## src/rtl/lattice_scheduler_pkg.sv

```systemverilog
`default_nettype none
// +--------------------------------------------------------------------------+
// | Module      : lattice_scheduler_pkg                                      |
// | Description : Shared types for the lattice work scheduler: FSM state    |
// |               encoding, job record layout and default widths.           |
// | Revision    : 1.0 - initial release                                      |
// +--------------------------------------------------------------------------+
package lattice_scheduler_pkg;

  localparam int DEF_NONCE_BITS     = 32;
  localparam int DEF_LOG2_NUM_CORES = 1;
  // Width of the nonce base handed to the lattice; the low nonce bits
  // come from each block's own INDEX.
  localparam int BASE_BITS          = DEF_NONCE_BITS - DEF_LOG2_NUM_CORES;
  localparam int JOB_ID_W           = 2;
  localparam int MIDSTATE_W         = 256;
  localparam int DATA_W             = 96;

  typedef enum logic [1:0] {
    ST_IDLE  = 2'd0,
    ST_ISSUE = 2'd1,
    ST_DRAIN = 2'd2,
    ST_FLUSH = 2'd3
  } sched_state_e;

  typedef struct packed {
    logic [MIDSTATE_W-1:0] midstate;
    logic [DATA_W-1:0]     data;
    logic [JOB_ID_W-1:0]   id;
  } job_t;

  // Results are only meaningful while the job that produced them is live.
  function automatic logic result_accepted(sched_state_e s);
    return (s == ST_ISSUE) || (s == ST_DRAIN);
  endfunction

endpackage
`default_nettype wire

```

## src/rtl/lattice_result_tagger.sv

```systemverilog
`default_nettype none
// +--------------------------------------------------------------------------+
// | Module      : lattice_result_tagger                                      |
// | Description : Registers results leaving the lattice output chain and    |
// |               tags them with the current job id. Results are dropped    |
// |               unless the scheduler is in ISSUE or DRAIN.                |
// | Ports       : clk, rst (sync, active-low), state_i (scheduler state),   |
// |               job_id_i (tag of live job), res_valid_i/res_nonce_i       |
// |               (raw result), found_valid_o/found_nonce_o/found_id_o      |
// |               (tagged, registered result, 1-cycle pulse).               |
// | Revision    : 1.0 - initial release                                      |
// +--------------------------------------------------------------------------+
module lattice_result_tagger
  import lattice_scheduler_pkg::*;
#(
  parameter int NONCE_BITS  = DEF_NONCE_BITS,
  parameter int JOB_ID_BITS = JOB_ID_W
) (
  input  logic                   clk,
  input  logic                   rst,
  input  sched_state_e           state_i,
  input  logic [JOB_ID_BITS-1:0] job_id_i,
  input  logic                   res_valid_i,
  input  logic [NONCE_BITS-1:0]  res_nonce_i,
  output logic                   found_valid_o,
  output logic [NONCE_BITS-1:0]  found_nonce_o,
  output logic [JOB_ID_BITS-1:0] found_id_o
);

  logic                   found_valid_d, found_valid_q;
  logic [NONCE_BITS-1:0]  found_nonce_d, found_nonce_q;
  logic [JOB_ID_BITS-1:0] found_id_d,    found_id_q;
  logic                   accept;

  always_comb begin
    accept        = res_valid_i && result_accepted(state_i);
    found_valid_d = accept;
    found_nonce_d = found_nonce_q;
    found_id_d    = found_id_q;
    if (accept) begin
      found_nonce_d = res_nonce_i;
      found_id_d    = job_id_i;
    end
  end

  always_ff @(posedge clk) begin
    if (!rst) begin
      found_valid_q <= 1'b0;
      found_nonce_q <= '0;
      found_id_q    <= '0;
    end else begin
      found_valid_q <= found_valid_d;
      found_nonce_q <= found_nonce_d;
      found_id_q    <= found_id_d;
    end
  end

  assign found_valid_o = found_valid_q;
  assign found_nonce_o = found_nonce_q;
  assign found_id_o    = found_id_q;

endmodule
`default_nettype wire

```

## src/rtl/lattice_scheduler.sv

```systemverilog
`default_nettype none
// +--------------------------------------------------------------------------+
// | Module      : lattice_scheduler                                          |
// | Description : Accepts one job at a time, streams one nonce base per     |
// |               cycle into the lattice, tags returning results, drains    |
// |               the pipeline and signals completion. Supports abort with  |
// |               a flush of in-flight results.                             |
// | Ports       : clk, rst (sync, active-low)                               |
// |               job_*  : valid/ready job intake (midstate, data, id)      |
// |               abort_i: cancel current job                               |
// |               lat_*  : lattice input beat (valid, midstate, data, base) |
// |               res_*  : raw result from lattice output chain             |
// |               found_*: tagged result pulse                              |
// |               job_done_o, busy_o : status                               |
// | Revision    : 1.0 - initial release                                      |
// +--------------------------------------------------------------------------+
module lattice_scheduler
  import lattice_scheduler_pkg::*;
#(
  parameter int LOG2_NUM_CORES = DEF_LOG2_NUM_CORES,
  parameter int NONCE_BITS     = DEF_NONCE_BITS,
  parameter int DRAIN_CYCLES   = 140,
  parameter int JOB_ID_BITS    = JOB_ID_W
) (
  input  logic                               clk,
  input  logic                               rst,
  input  logic                               job_valid_i,
  output logic                               job_ready_o,
  input  logic [MIDSTATE_W-1:0]              job_midstate_i,
  input  logic [DATA_W-1:0]                  job_data_i,
  input  logic [JOB_ID_BITS-1:0]             job_id_i,
  input  logic                               abort_i,
  output logic                               lat_valid_o,
  output logic [MIDSTATE_W-1:0]              lat_midstate_o,
  output logic [DATA_W-1:0]                  lat_data_o,
  output logic [NONCE_BITS-LOG2_NUM_CORES-1:0] lat_base_o,
  input  logic                               res_valid_i,
  input  logic [NONCE_BITS-1:0]              res_nonce_i,
  output logic                               found_valid_o,
  output logic [NONCE_BITS-1:0]              found_nonce_o,
  output logic [JOB_ID_BITS-1:0]             found_id_o,
  output logic                               job_done_o,
  output logic                               busy_o
);

  localparam int              BASE_W     = NONCE_BITS - LOG2_NUM_CORES;
  localparam int              CNT_W      = (DRAIN_CYCLES > 1) ? $clog2(DRAIN_CYCLES) : 1;
  localparam logic [CNT_W-1:0] DRAIN_LOAD = CNT_W'(DRAIN_CYCLES - 1);
  localparam logic [BASE_W-1:0] BASE_LAST = '1;

  sched_state_e      state_d, state_q;
  logic [BASE_W-1:0] base_d, base_q;
  logic [CNT_W-1:0]  drain_d, drain_q;
  job_t              job_d, job_q;
  logic              lat_valid_d, lat_valid_q;
  logic              job_ready_d, job_ready_q;
  logic              busy_d, busy_q;
  logic              job_done_d, job_done_q;

  always_comb begin
    state_d = state_q;
    base_d  = base_q;
    drain_d = drain_q;
    job_d   = job_q;

    unique case (state_q)
      ST_IDLE: begin
        if (job_valid_i && job_ready_q) begin
          job_d   = '{midstate: job_midstate_i,
                      data:     job_data_i,
                      id:       JOB_ID_W'(job_id_i)};
          base_d  = '0;
          state_d = ST_ISSUE;
        end
      end
      ST_ISSUE: begin
        // Abort outranks the natural end of the sweep.
        if (abort_i) begin
          state_d = ST_FLUSH;
          drain_d = DRAIN_LOAD;
        end else if (base_q == BASE_LAST) begin
          state_d = ST_DRAIN;
          drain_d = DRAIN_LOAD;
        end else begin
          base_d = base_q + 1'b1;
        end
      end
      ST_DRAIN: begin
        // The zero-count cycle already carries the done pulse, so an abort
        // arriving then is ignored rather than producing a second pulse.
        if (drain_q == '0) begin
          state_d = ST_IDLE;
        end else if (abort_i) begin
          state_d = ST_FLUSH;
          drain_d = DRAIN_LOAD;
        end else begin
          drain_d = drain_q - 1'b1;
        end
      end
      ST_FLUSH: begin
        if (drain_q == '0) begin
          state_d = ST_IDLE;
        end else begin
          drain_d = drain_q - 1'b1;
        end
      end
      default: state_d = ST_IDLE;
    endcase

    // Status outputs are registered copies of the next state, so they line
    // up with the cycle in which that state is current.
    lat_valid_d = (state_d == ST_ISSUE);
    job_ready_d = (state_d == ST_IDLE);
    busy_d      = (state_d != ST_IDLE);
    job_done_d  = ((state_d == ST_DRAIN) || (state_d == ST_FLUSH)) && (drain_d == '0);
  end

  always_ff @(posedge clk) begin
    if (!rst) begin
      state_q     <= ST_IDLE;
      base_q      <= '0;
      drain_q     <= '0;
      job_q       <= '0;
      lat_valid_q <= 1'b0;
      job_ready_q <= 1'b1;
      busy_q      <= 1'b0;
      job_done_q  <= 1'b0;
    end else begin
      state_q     <= state_d;
      base_q      <= base_d;
      drain_q     <= drain_d;
      job_q       <= job_d;
      lat_valid_q <= lat_valid_d;
      job_ready_q <= job_ready_d;
      busy_q      <= busy_d;
      job_done_q  <= job_done_d;
    end
  end

  lattice_result_tagger #(
    .NONCE_BITS  (NONCE_BITS),
    .JOB_ID_BITS (JOB_ID_BITS)
  ) u_tagger (
    .clk           (clk),
    .rst           (rst),
    .state_i       (state_q),
    .job_id_i      (JOB_ID_BITS'(job_q.id)),
    .res_valid_i   (res_valid_i),
    .res_nonce_i   (res_nonce_i),
    .found_valid_o (found_valid_o),
    .found_nonce_o (found_nonce_o),
    .found_id_o    (found_id_o)
  );

  assign job_ready_o    = job_ready_q;
  assign lat_valid_o    = lat_valid_q;
  assign lat_midstate_o = job_q.midstate;
  assign lat_data_o     = job_q.data;
  assign lat_base_o     = base_q;
  assign job_done_o     = job_done_q;
  assign busy_o         = busy_q;

endmodule
`default_nettype wire

```

## config.mk

```make
export PLATFORM = sky130hd
export DESIGN_NAME = lattice_scheduler
export DESIGN_NICKNAME = d
export VERILOG_FILES = /design/src/rtl/lattice_scheduler_pkg.sv /design/src/rtl/lattice_result_tagger.sv /design/src/rtl/lattice_scheduler.sv
export SDC_FILE = /design/constraint.sdc
export NUM_CORES = 1
export LEC_CHECK = 0
export BUFFER_PORTS_ARGS = -buffer_cell sky130_fd_sc_hd__buf_2
export CORE_AREA = 10 10 307 309
export CTS_CLUSTER_DIAMETER = 150
export DETAILED_ROUTE_END_ITERATION = 16
export DIE_AREA = 0 0 317 319
export SETUP_SLACK_MARGIN = 0.1
export SYNTH_ARGS = -nofsm -noshare
export SYNTH_HDL_FRONTEND = slang
export SYNTH_SLANG_ARGS = --single-unit
```

## constraint.sdc

```tcl
create_clock -name clk -period 6.1 [get_ports clk]
set_input_delay 0.915 -clock clk [delete_from_list [all_inputs] [get_ports clk]]
set_output_delay 0.915 -clock clk [all_outputs]
set_load 0.02 [all_outputs]
```

==> impl_metrics.env, run 1 <==
export IMPL_crit_fanout=105
export IMPL_path_cells="inv_1 > ha_1 > nand3_4 > buf_12 > buf_4 > nand2_1 > a21oi_1"
export IMPL_fmax_mhz=306
export IMPL_core_area_mm2=0.0880
export IMPL_grt_pass1_wl_um=94700
export IMPL_dr_wl_met3_um=6590
export IMPL_min_period_over_period=0.536
export IMPL_cts_buffer_depth=3
export IMPL_yosys_area_top_type="dfxtp_1"
export IMPL_antenna_found_initial=21
export IMPL_cts_resized=0
export IMPL_timing_rr_end="lat_data_o[67]"
export IMPL_routabilityCongestion=0.848
export IMPL_final_antenna_net_count=0
export IMPL_hold_end="lat_midstate_o[75]"
export IMPL_cts_setup_buffers=0
export IMPL_grt_pass1_vias=15300
export IMPL_setup_violations=0
export IMPL_switching_share=0.353
export IMPL_die_h_um=319
export IMPL_fin_setup_tns_ns=0
export IMPL_dp_cells=3835
export IMPL_remaining_drc_errors=0
export IMPL_port_buffers=812
export IMPL_ys_warn_count=0
export IMPL_dp_hpwl_um=49000
export IMPL_start_util=0.208
export IMPL_tightest_slew_ns=1.12
export IMPL_die_area_mm2=0.101
export IMPL_num_io_pins=813
export IMPL_slowest_stage="nand3_4"
export IMPL_whs_ns=0.449
export IMPL_rsz0062_at_grt="false"
export IMPL_synth_edf_count=0
export IMPL_clkSinkCount=434
export IMPL_internal_power_mw=5.52
export IMPL_synth_ff_type="dfxtp_1"
export IMPL_ys_ff_latch=434
export IMPL_syn_area_mm2=0.0183
export IMPL_critPathKind="flip-flop to flip-flop"
export IMPL_power_switching_mw=3.01
export IMPL_start_kind="flip-flop"
export IMPL_max_stage_delay_ns=0.78
export IMPL_worstPathArrival_ns=3.68
export IMPL_combPwrFrac=0.265
export IMPL_hold_class="flip-flop to flip-flop"
export IMPL_synth_distinct_cells=59
export IMPL_dieWidth_um=317
export IMPL_drv_cap=0
export IMPL_clk_insertion_delay_late_ns=0.59
export IMPL_r2r_setup_slack_ns=2.83
export IMPL_firstDrtPassIters=5
export IMPL_whs_path_depth=2
export IMPL_min_from="lat_midstate_o[75]"
export IMPL_groute_usage_overall=0.119
export IMPL_slew_violations=0
export IMPL_p_total_mw=8.53
export IMPL_synth_top_area_share=0.474
export IMPL_path_clk_slew_ns=0.06
export IMPL_yosysSeqAreaShare=0.474
export IMPL_wl_met1_um=25300
export IMPL_postSynthCellCount=2341
export IMPL_cts_buffers=50
export IMPL_cts_tree="yes"
export IMPL_cp_data_required_time_ns=6.51
export IMPL_status="finished clean"
export IMPL_dr_wl_met2_um=31600
export IMPL_area_growth_pct=22.1
export IMPL_async_flop_share=0
export IMPL_r2r_start="state_q[1]"
export IMPL_final_cells=3928
export IMPL_fin_area_mm2=0.0224
export IMPL_avgSynthCellArea_um2=7.83
export IMPL_rows=109
export IMPL_pwr_share_clk=0.338
export IMPL_post_route_min_period_ns=3.27
export IMPL_postPlaceCellArea_mm2=0.0208
export IMPL_cts_hold_buffers=0
export IMPL_grt_overflow=0
export IMPL_drive_above_1_share=0.332
export IMPL_grt_max_degree=178
export IMPL_drt_total_wl_um=65900
export IMPL_post_drt_wl_per_cell_um=16.8
export IMPL_highest_layer="met5"
export IMPL_drt_iter0_drc=1336
export IMPL_fin_nets=3120
export IMPL_hold_violations=0
export IMPL_dp_slack_ns=2.91
export IMPL_leakage_nw=9.97
export IMPL_fin_util=0.254
export IMPL_postSynthNetCount=2739
export IMPL_root_buffer="clkbuf_16"
export IMPL_peakVddDrop_mv=0.210
export IMPL_power_density_mw_per_mm2=381
export IMPL_synthTopCellsByArea="dfxtp_1 47%, nand2_1 16%, buf_4 14%"
export IMPL_fin_worst_skew_ns=0.0182
export IMPL_layout_setup_ws_ns=2.83
export IMPL_max_slew_margin=0.250
export IMPL_r2r_cells=7
export IMPL_cts_htree_levels=2
export IMPL_crit_path_end_kind="flip-flop"
export IMPL_avgViaCountPerCell=4.09
export IMPL_via_count=16100
export IMPL_pwr_share_seq=0.397
logic make-up (layout without fill, tap and decap cells):
logic type               count (synthesis)  in the layout  synth area share
AO/OA/AOI/OAI                          482            482             0.142
XOR/XNOR                                14             14           0.00669
flip-flops                             434            434             0.474
buffers and inverters                  512            927             0.179
other                                    0              7                 0
multiplexers                             1              1          0.000546
AND/OR/NAND/NOR                        891            891             0.193
adder cells (fa/ha/maj)                  7              7           0.00478
worst max-delay path by stage:
stage,end,cells past startpoint,start
2_1_floorplan,lat_base_o[21],6,job_valid_i
4_1_cts,lat_data_o[42],7,state_q[1]
3_3_place_gp,lat_base_o[29],6,job_valid_i
6_report,lat_data_o[67],7,state_q[1]
5_1_grt,lat_data_o[50],7,state_q[1]
3_5_place_dp,lat_base_o[29],6,job_valid_i
synthesized netlist by cell type, drive strengths merged, types with 3 or more instances:
library cell  count
or4               3
and2              3
o2111ai           8
nor3              6
and3              6
o211ai            7
inv              16
nand4             6
dfxtp           434
ha                7
nand2           797
and4              5
xor2             13
o21ai            27
a21oi           411
or3              16
nor2             30
nand3            10
o31ai             3
buf             363
clkbuf          133
a31oi             3
cells in the final DEF, fill, tap and decap left out, types with 6 or more instances in the layout:
cell       instances
or3_1             16
nand2_1          797
dfxtp_1          434
buf_12             6
o211ai_1           7
o21ai_0           25
buf_2            812
diode_2            7
nand4_1            6
clkinv_2           6
xor2_1            13
a21oi_1          411
buf_4              7
nor2_1            29
ha_1               7
nor3_1             6
and3_1             6
clkbuf_8           6
inv_1             15
nand3_1            9
o2111ai_1          6
clkbuf_16         51
clkbuf_1          15
cell type report:
cell class	instances	area (um2)
Antenna cell	7	17.5
Clock buffer	72	1420
Clock inverter	14	118
Fill cell	9771	65600
Inverter	16	67.6
Multi-Input combinational cell	1395	6380
Sequential cell	434	8690
Tap cell	1165	1460
Timing Repair Buffer	825	4240
sequential cells by signal, summed over array words and instances (netlist names), 2 cells and up:
register / flops
u_tagger.found_nonce_o: 32
job_q: 2
u_tagger.found_id_o: 2
state_q: 2
lat_data_o: 96
lat_midstate_o: 256
drain_q: 8
lat_base_o: 31
power groups by stage:
stage	clock, mW	sequential (mW)	combinational [mW]
2_1_floorplan	0	3.45	1.81
5_1_grt	3.09	3.43	2.46
6_report	2.88	3.39	2.25
4_1_cts	3.00	3.39	2.29
3_3_place_gp	0	3.43	2.28
3_5_place_dp	0	3.45	2.29
layer usage:
layer,up-vias,global-route usage
met5,-,0
met4,26,0.0490
met3,129,0.0432
met2,632,0.202
met1,7315,0.134
li1,7979,-
worst max-delay path: cells and delay by family, from the launching register on:
family | cells | cell delay [ns]
adder cells (fa/ha/maj) | 1 | 0.70
AO/OA/AOI/OAI | 1 | 0.06
flip-flops | 1 | 0.35
buffers and inverters | 3 | 0.93
AND/OR/NAND/NOR | 2 | 0.86
Note: power is estimated with default switching activity, not from simulation.
==> inputs of run 2 (changes only) <==
- CORE_AREA: 10 10 307 309 -> 10 10 306 308
- DIE_AREA: 0 0 317 319 -> 0 0 316 318
- clock period: 6.1 -> 2.9 ns (I/O delays scaled with it)
==> impl_metrics.env, run 2 (synthesized netlist as in run 1, its figures left out) <==
export IMPL_remaining_drc_errors=0
export IMPL_groute_usage_overall=0.124
export IMPL_area_growth_pct=25.9
export IMPL_firstDrtPassIters=5
export IMPL_slew_violations=0
export IMPL_cts_htree_levels=2
export IMPL_clkSinkCount=434
export IMPL_path_buf_inv=0
export IMPL_clk_insertion_delay_late_ns=0.60
export IMPL_r2r_setup_slack_ns=0.52
export IMPL_min_period_over_period=0.819
export IMPL_drive_above_1_share=0.345
export IMPL_peakVddDrop_mv=0.506
export IMPL_crit_path_end_kind="flip-flop"
export IMPL_cts_tree="yes"
export IMPL_fmax_mhz=421
export IMPL_tightest_slew_ns=0.608
export IMPL_cp_data_required_time_ns=3.42
export IMPL_grt_pass1_wl_um=97600
export IMPL_final_antenna_net_count=0
export IMPL_drv_cap=0
export IMPL_setup_violations=0
export IMPL_cts_buffers=50
export IMPL_cts_buffer_depth=3
export IMPL_grt_max_degree=77
export IMPL_antenna_found_initial=17
export IMPL_root_buffer="clkbuf_16"
export IMPL_slowest_stage="or3_1"
export IMPL_critPathKind="flip-flop to flip-flop"
export IMPL_max_slew_margin=0.593
export IMPL_post_drt_wl_per_cell_um=16.9
export IMPL_path_cells="ha_1 > and4_1 > and4bb_2 > a31oi_4 > o2111ai_2 > or3_1 > a21oi_1"
export IMPL_fin_nets=3161
export IMPL_largest_register_ffs=256
export IMPL_rsz0062_at_grt="false"
export IMPL_grt_overflow=0
export IMPL_cts_setup_buffers=0
export IMPL_final_cell_mix="812 x buf_2, 797 x nand2_1, 434 x dfxtp_1, 411 x a21oi_1, 53 x clkbuf_16"
export IMPL_p_total_mw=19.2
export IMPL_grt_pass1_vias=15500
export IMPL_drt_total_wl_um=67300
export IMPL_fin_setup_tns_ns=0
export IMPL_cts_resized=0
export IMPL_fin_worst_skew_ns=0.0144
export IMPL_cts_hold_buffers=0
export IMPL_die_area_mm2=0.100
export IMPL_via_count=16200
export IMPL_start_kind="flip-flop"
export IMPL_internal_power_mw=12.7
export IMPL_core_area_mm2=0.0877
export IMPL_dp_hpwl_um=51800
export IMPL_hold_class="primary input to flip-flop"
export IMPL_power_switching_mw=6.43
export IMPL_crit_family="simple AND/OR/NAND/NOR gates"
export IMPL_routabilityCongestion=0.921
export IMPL_switching_share=0.336
export IMPL_crit_fanout=14
export IMPL_rows=109
export IMPL_start_util=0.209
export IMPL_hold_violations=0
export IMPL_status="finished clean"
export IMPL_path_clk_slew_ns=0.06
export IMPL_drt_iter0_drc=1247
export IMPL_port_buffers=812
export IMPL_post_route_min_period_ns=2.38
export IMPL_avgViaCountPerCell=4.08
export IMPL_dieWidth_um=316
export IMPL_combPwrFrac=0.261
export IMPL_leakage_nw=10.4
export IMPL_final_common_cell="buf_2"
export IMPL_worstPathArrival_ns=2.90
export IMPL_pwr_share_clk=0.367
export IMPL_num_io_pins=813
export IMPL_die_h_um=318
export IMPL_max_stage_delay_ns=0.46
export IMPL_power_density_mw_per_mm2=830
export IMPL_pwr_share_seq=0.372
==> run 2: cell types whose count changed in the layout (fill, tap and decap cells not counted) <==
cell and change:
inv_8 +1, buf_4 +35, clkbuf_8 +5, clkbuf_1 -6, bufinv_16 +8, clkbuf_16 +2
buf_12 +6, diode_2 +2, inv_6 -2, clkinvlp_4 -3
==> run 2: path summary, 6_finish.rpt <==
check                                         from            endpoint  cells after the start
worst min register to register  lat_midstate_o[13]  lat_midstate_o[13]                      2
worst max register to register       lat_base_o[0]      lat_base_o[26]                      7
worst min-delay path             job_midstate_i[5]   lat_midstate_o[5]                      3
worst max-delay path                 lat_base_o[0]      lat_base_o[26]                      7
==> run 2: power groups by stage <==
stage	Clock, mW	Combinational [mW]	Sequential [mW]
finish	7.04	5.00	7.12
global route	7.48	5.45	7.21
CTS	7.25	5.06	7.12
detailed placement	0	5.06	7.24
global placement	0	5.04	7.21
floorplan	0	3.81	7.25
==> run 2: worst reg2reg max path: cells and delay by family (launching register included) <==
kind / cells / cell delay (ns)
AO/OA/AOI/OAI: 3 / 0.80
adder cells (fa/ha/maj): 1 / 0.24
flip-flops: 1 / 0.34
AND/OR/NAND/NOR: 3 / 0.93
==> run 2: layout make-up <==
class	count	area [um2]
Fill cell	9642	64600
Sequential cell	434	8690
Multi-Input combinational cell	1395	6380
Timing Repair Buffer	866	4620
Clock buffer	73	1510
Tap cell	1165	1460
Clock inverter	18	329
Inverter	16	67.6
Antenna cell	9	22.5
==> run 2: metrics by stage <==
stage / setup slack [ns] / util / hold slack, ns / instance area (um2) / cells
after global routing: 0.319 / 0.263 / 0.0328 / 23100 / 3974
after global placement: 0.524 / 0.242 / 0.438 / 21200 / 3876
after detailed placement: 0.514 / 0.242 / 0.443 / 21200 / 3876
after CTS: 0.503 / 0.263 / 0.0122 / 23100 / 3967
after floorplan: 0.692 / - / 0.432 / 18300 / 2341
final: 0.525 / 0.263 / 0.0711 / 23100 / 3976
==> run 2: per-layer routing <==
metal / vias up / track usage / wire (um) / part of all wire
met5: - / 0 / 88 / 0.0013
met4: 12 / 0.0418 / 1650 / 0.025
met3: 97 / 0.0453 / 6560 / 0.098
met2: 630 / 0.213 / 32700 / 0.49
met1: 7407 / 0.140 / 26200 / 0.39
li1: 8071 / - / - / -
==> inputs of run 3 (changes only) <==
- CORE_AREA: 10 10 306 308 -> 10 10 307 309
- DIE_AREA: 0 0 316 318 -> 0 0 317 319
- clock period: 2.9 -> 2.3 ns (I/O delays scaled with it)
==> impl_metrics.env, run 3 (synthesized netlist as in run 1, its figures left out) <==
export IMPL_crit_fanout=14
export IMPL_port_buffers=812
export IMPL_routabilityCongestion=0.884
export IMPL_crit_path_end_kind="flip-flop"
export IMPL_final_cells=4358
export IMPL_hold_violations=0
export IMPL_hold_class="primary input to flip-flop"
export IMPL_dieWidth_um=317
export IMPL_critPathKind="flip-flop to flip-flop"
export IMPL_cts_htree_levels=2
export IMPL_grt_pass1_wl_um=108000
export IMPL_p_total_mw=24.9
export IMPL_path_cells="inv_1 > ha_1 > a211oi_1 > o2111ai_4 > or4_1 > a21oi_1"
export IMPL_avgViaCountPerCell=4.20
export IMPL_die_area_mm2=0.101
export IMPL_start_kind="flip-flop"
export IMPL_drt_iter0_drc=1365
export IMPL_r2r_cells=6
export IMPL_via_count=18300
export IMPL_combPwrFrac=0.289
export IMPL_power_switching_mw=8.44
export IMPL_max_slew_margin=0.680
export IMPL_tightest_slew_ns=0.477
export IMPL_leakage_nw=12.0
export IMPL_seq_area_mm2=0.00869
export IMPL_clk_insertion_delay_late_ns=0.60
export IMPL_cts_buffer_depth=3
export IMPL_fmax_mhz=473
export IMPL_setup_violations=0
export IMPL_power_density_mw_per_mm2=923
export IMPL_slew_violations=0
export IMPL_whs_path_depth=3
export IMPL_internal_power_mw=16.5
export IMPL_dr_wl_met2_um=35300
export IMPL_drive_above_1_share=0.322
export IMPL_largest_register_ffs=256
export IMPL_start_util=0.208
export IMPL_slowest_stage="or4_1"
export IMPL_pwr_share_clk=0.351
export IMPL_core_area_mm2=0.0880
export IMPL_antenna_found_initial=15
export IMPL_rsz0062_at_grt="true"
export IMPL_switching_share=0.339
export IMPL_die_h_um=319
export IMPL_drt_total_wl_um=73500
export IMPL_fin_worst_skew_ns=0.0250
export IMPL_remaining_drc_errors=0
export IMPL_rows=109
export IMPL_max_stage_delay_ns=0.46
export IMPL_groute_usage_overall=0.135
export IMPL_grt_pass1_vias=18100
export IMPL_wl_met1_um=27800
export IMPL_grt_overflow=0
export IMPL_peakVddDrop_mv=0.783
export IMPL_cp_data_required_time_ns=2.84
export IMPL_fin_util=0.307
export IMPL_worstPathArrival_ns=2.65
export IMPL_drv_cap=0
export IMPL_post_drt_wl_per_cell_um=16.9
export IMPL_min_period_over_period=0.920
export IMPL_post_route_min_period_ns=2.11
export IMPL_clkSinkCount=434
export IMPL_final_cell_mix="812 x buf_2, 797 x nand2_1, 432 x dfxtp_1, 411 x a21oi_1, 342 x dlygate4sd3_1"
export IMPL_fin_nets=3546
export IMPL_dr_wl_met3_um=7170
export IMPL_multiInputGateArea_mm2=0.00646
export IMPL_root_buffer="clkbuf_16"
export IMPL_num_io_pins=813
export IMPL_firstDrtPassIters=5
export IMPL_cts_tree="yes"
export IMPL_path_clk_slew_ns=0.06
export IMPL_final_common_cell="buf_2"
export IMPL_grt_max_degree=91
export IMPL_pwr_share_seq=0.361
export IMPL_dp_cells=3913
export IMPL_dp_hpwl_um=53200
export IMPL_area_growth_pct=47.3
export IMPL_fillers=9136
export IMPL_status="finished clean"
export IMPL_final_antenna_net_count=0
export IMPL_highest_layer="met5"
export IMPL_cts_buffers=50
export IMPL_fin_setup_tns_ns=0
[run 3: repair_timing]
| item | 4_1_cts | 5_1_grt |
|---|---|---|
| cloned | 0 | 0 |
| gates resized for setup | 8 | 17 |
| pin swaps | 1 | 6 |
| endpoints found under the hold margin | 342 | 0 |
| hold buffers | 342 | 0 |
| setup buffers | 2 | 4 |
| endpoints found under the setup margin | 10 | 16 |
[run 3: metrics by stage]
step | setup slack (ns) | hold WS [ns] | area [um2]
2_1_floorplan | 0.111 | 0.432 | 18300
3_3_place_gp | -0.00945 | 0.437 | 21600
3_5_place_dp | -0.0417 | 0.442 | 21600
4_1_cts | 0.105 | 0.0000736 | 26900
5_1_grt | 0.0903 | 0.0175 | 27000
6_report | 0.185 | 0.0318 | 27000
[run 3: cell type report]
type / instances / area share
inverter: 16 / 0.00250
timing repair buffer: 1251 / 0.315
clock inverter: 20 / 0.0120
sequential: 434 / 0.322
antenna: 5 / 0.000464
tap: 1165 / 0.0540
multi-input combinational: 1395 / 0.239
clock buffer: 72 / 0.0550
[run 3: power groups by stage]
| stage | clock network (mW) | registers [mW] | logic, mW |
|---|---|---|---|
| 6_report | 8.73 | 8.99 | 7.19 |
| 5_1_grt | 9.23 | 9.09 | 7.76 |
| 4_1_cts | 8.93 | 8.97 | 7.15 |
| 3_5_place_dp | 0 | 9.12 | 6.64 |
| 3_3_place_gp | 0 | 9.08 | 6.63 |
| 2_1_floorplan | 0 | 9.14 | 4.81 |
[run 3: path summary, 6_finish.rpt]
check / from / end / slack, ns
hold / removal: job_midstate_i[164] / lat_midstate_o[164] / 0.03
setup / recovery: state_q[1] / lat_base_o[29] / 0.19
setup reg to reg: state_q[1] / lat_base_o[29] / 0.19
hold reg to reg: job_q[1] / u_tagger.found_id_o[1] / 0.44
[run 3: per-layer routing]
layer | global-route usage | up-vias
li1 | - | 8848
met1 | 0.151 | 8466
met2 | 0.228 | 800
met3 | 0.0472 | 175
met4 | 0.0591 | 20
met5 | 0 | -
[run 3: critical path, delay by kind of cell (launching register included)]
family | cells | cell delay [ns]
and+or+nand+nor | 1 | 0.46
AOI/OAI and AO/OA | 3 | 0.88
adders and majority gates | 1 | 0.23
buffers and inverters | 1 | 0.11
DFF | 1 | 0.38
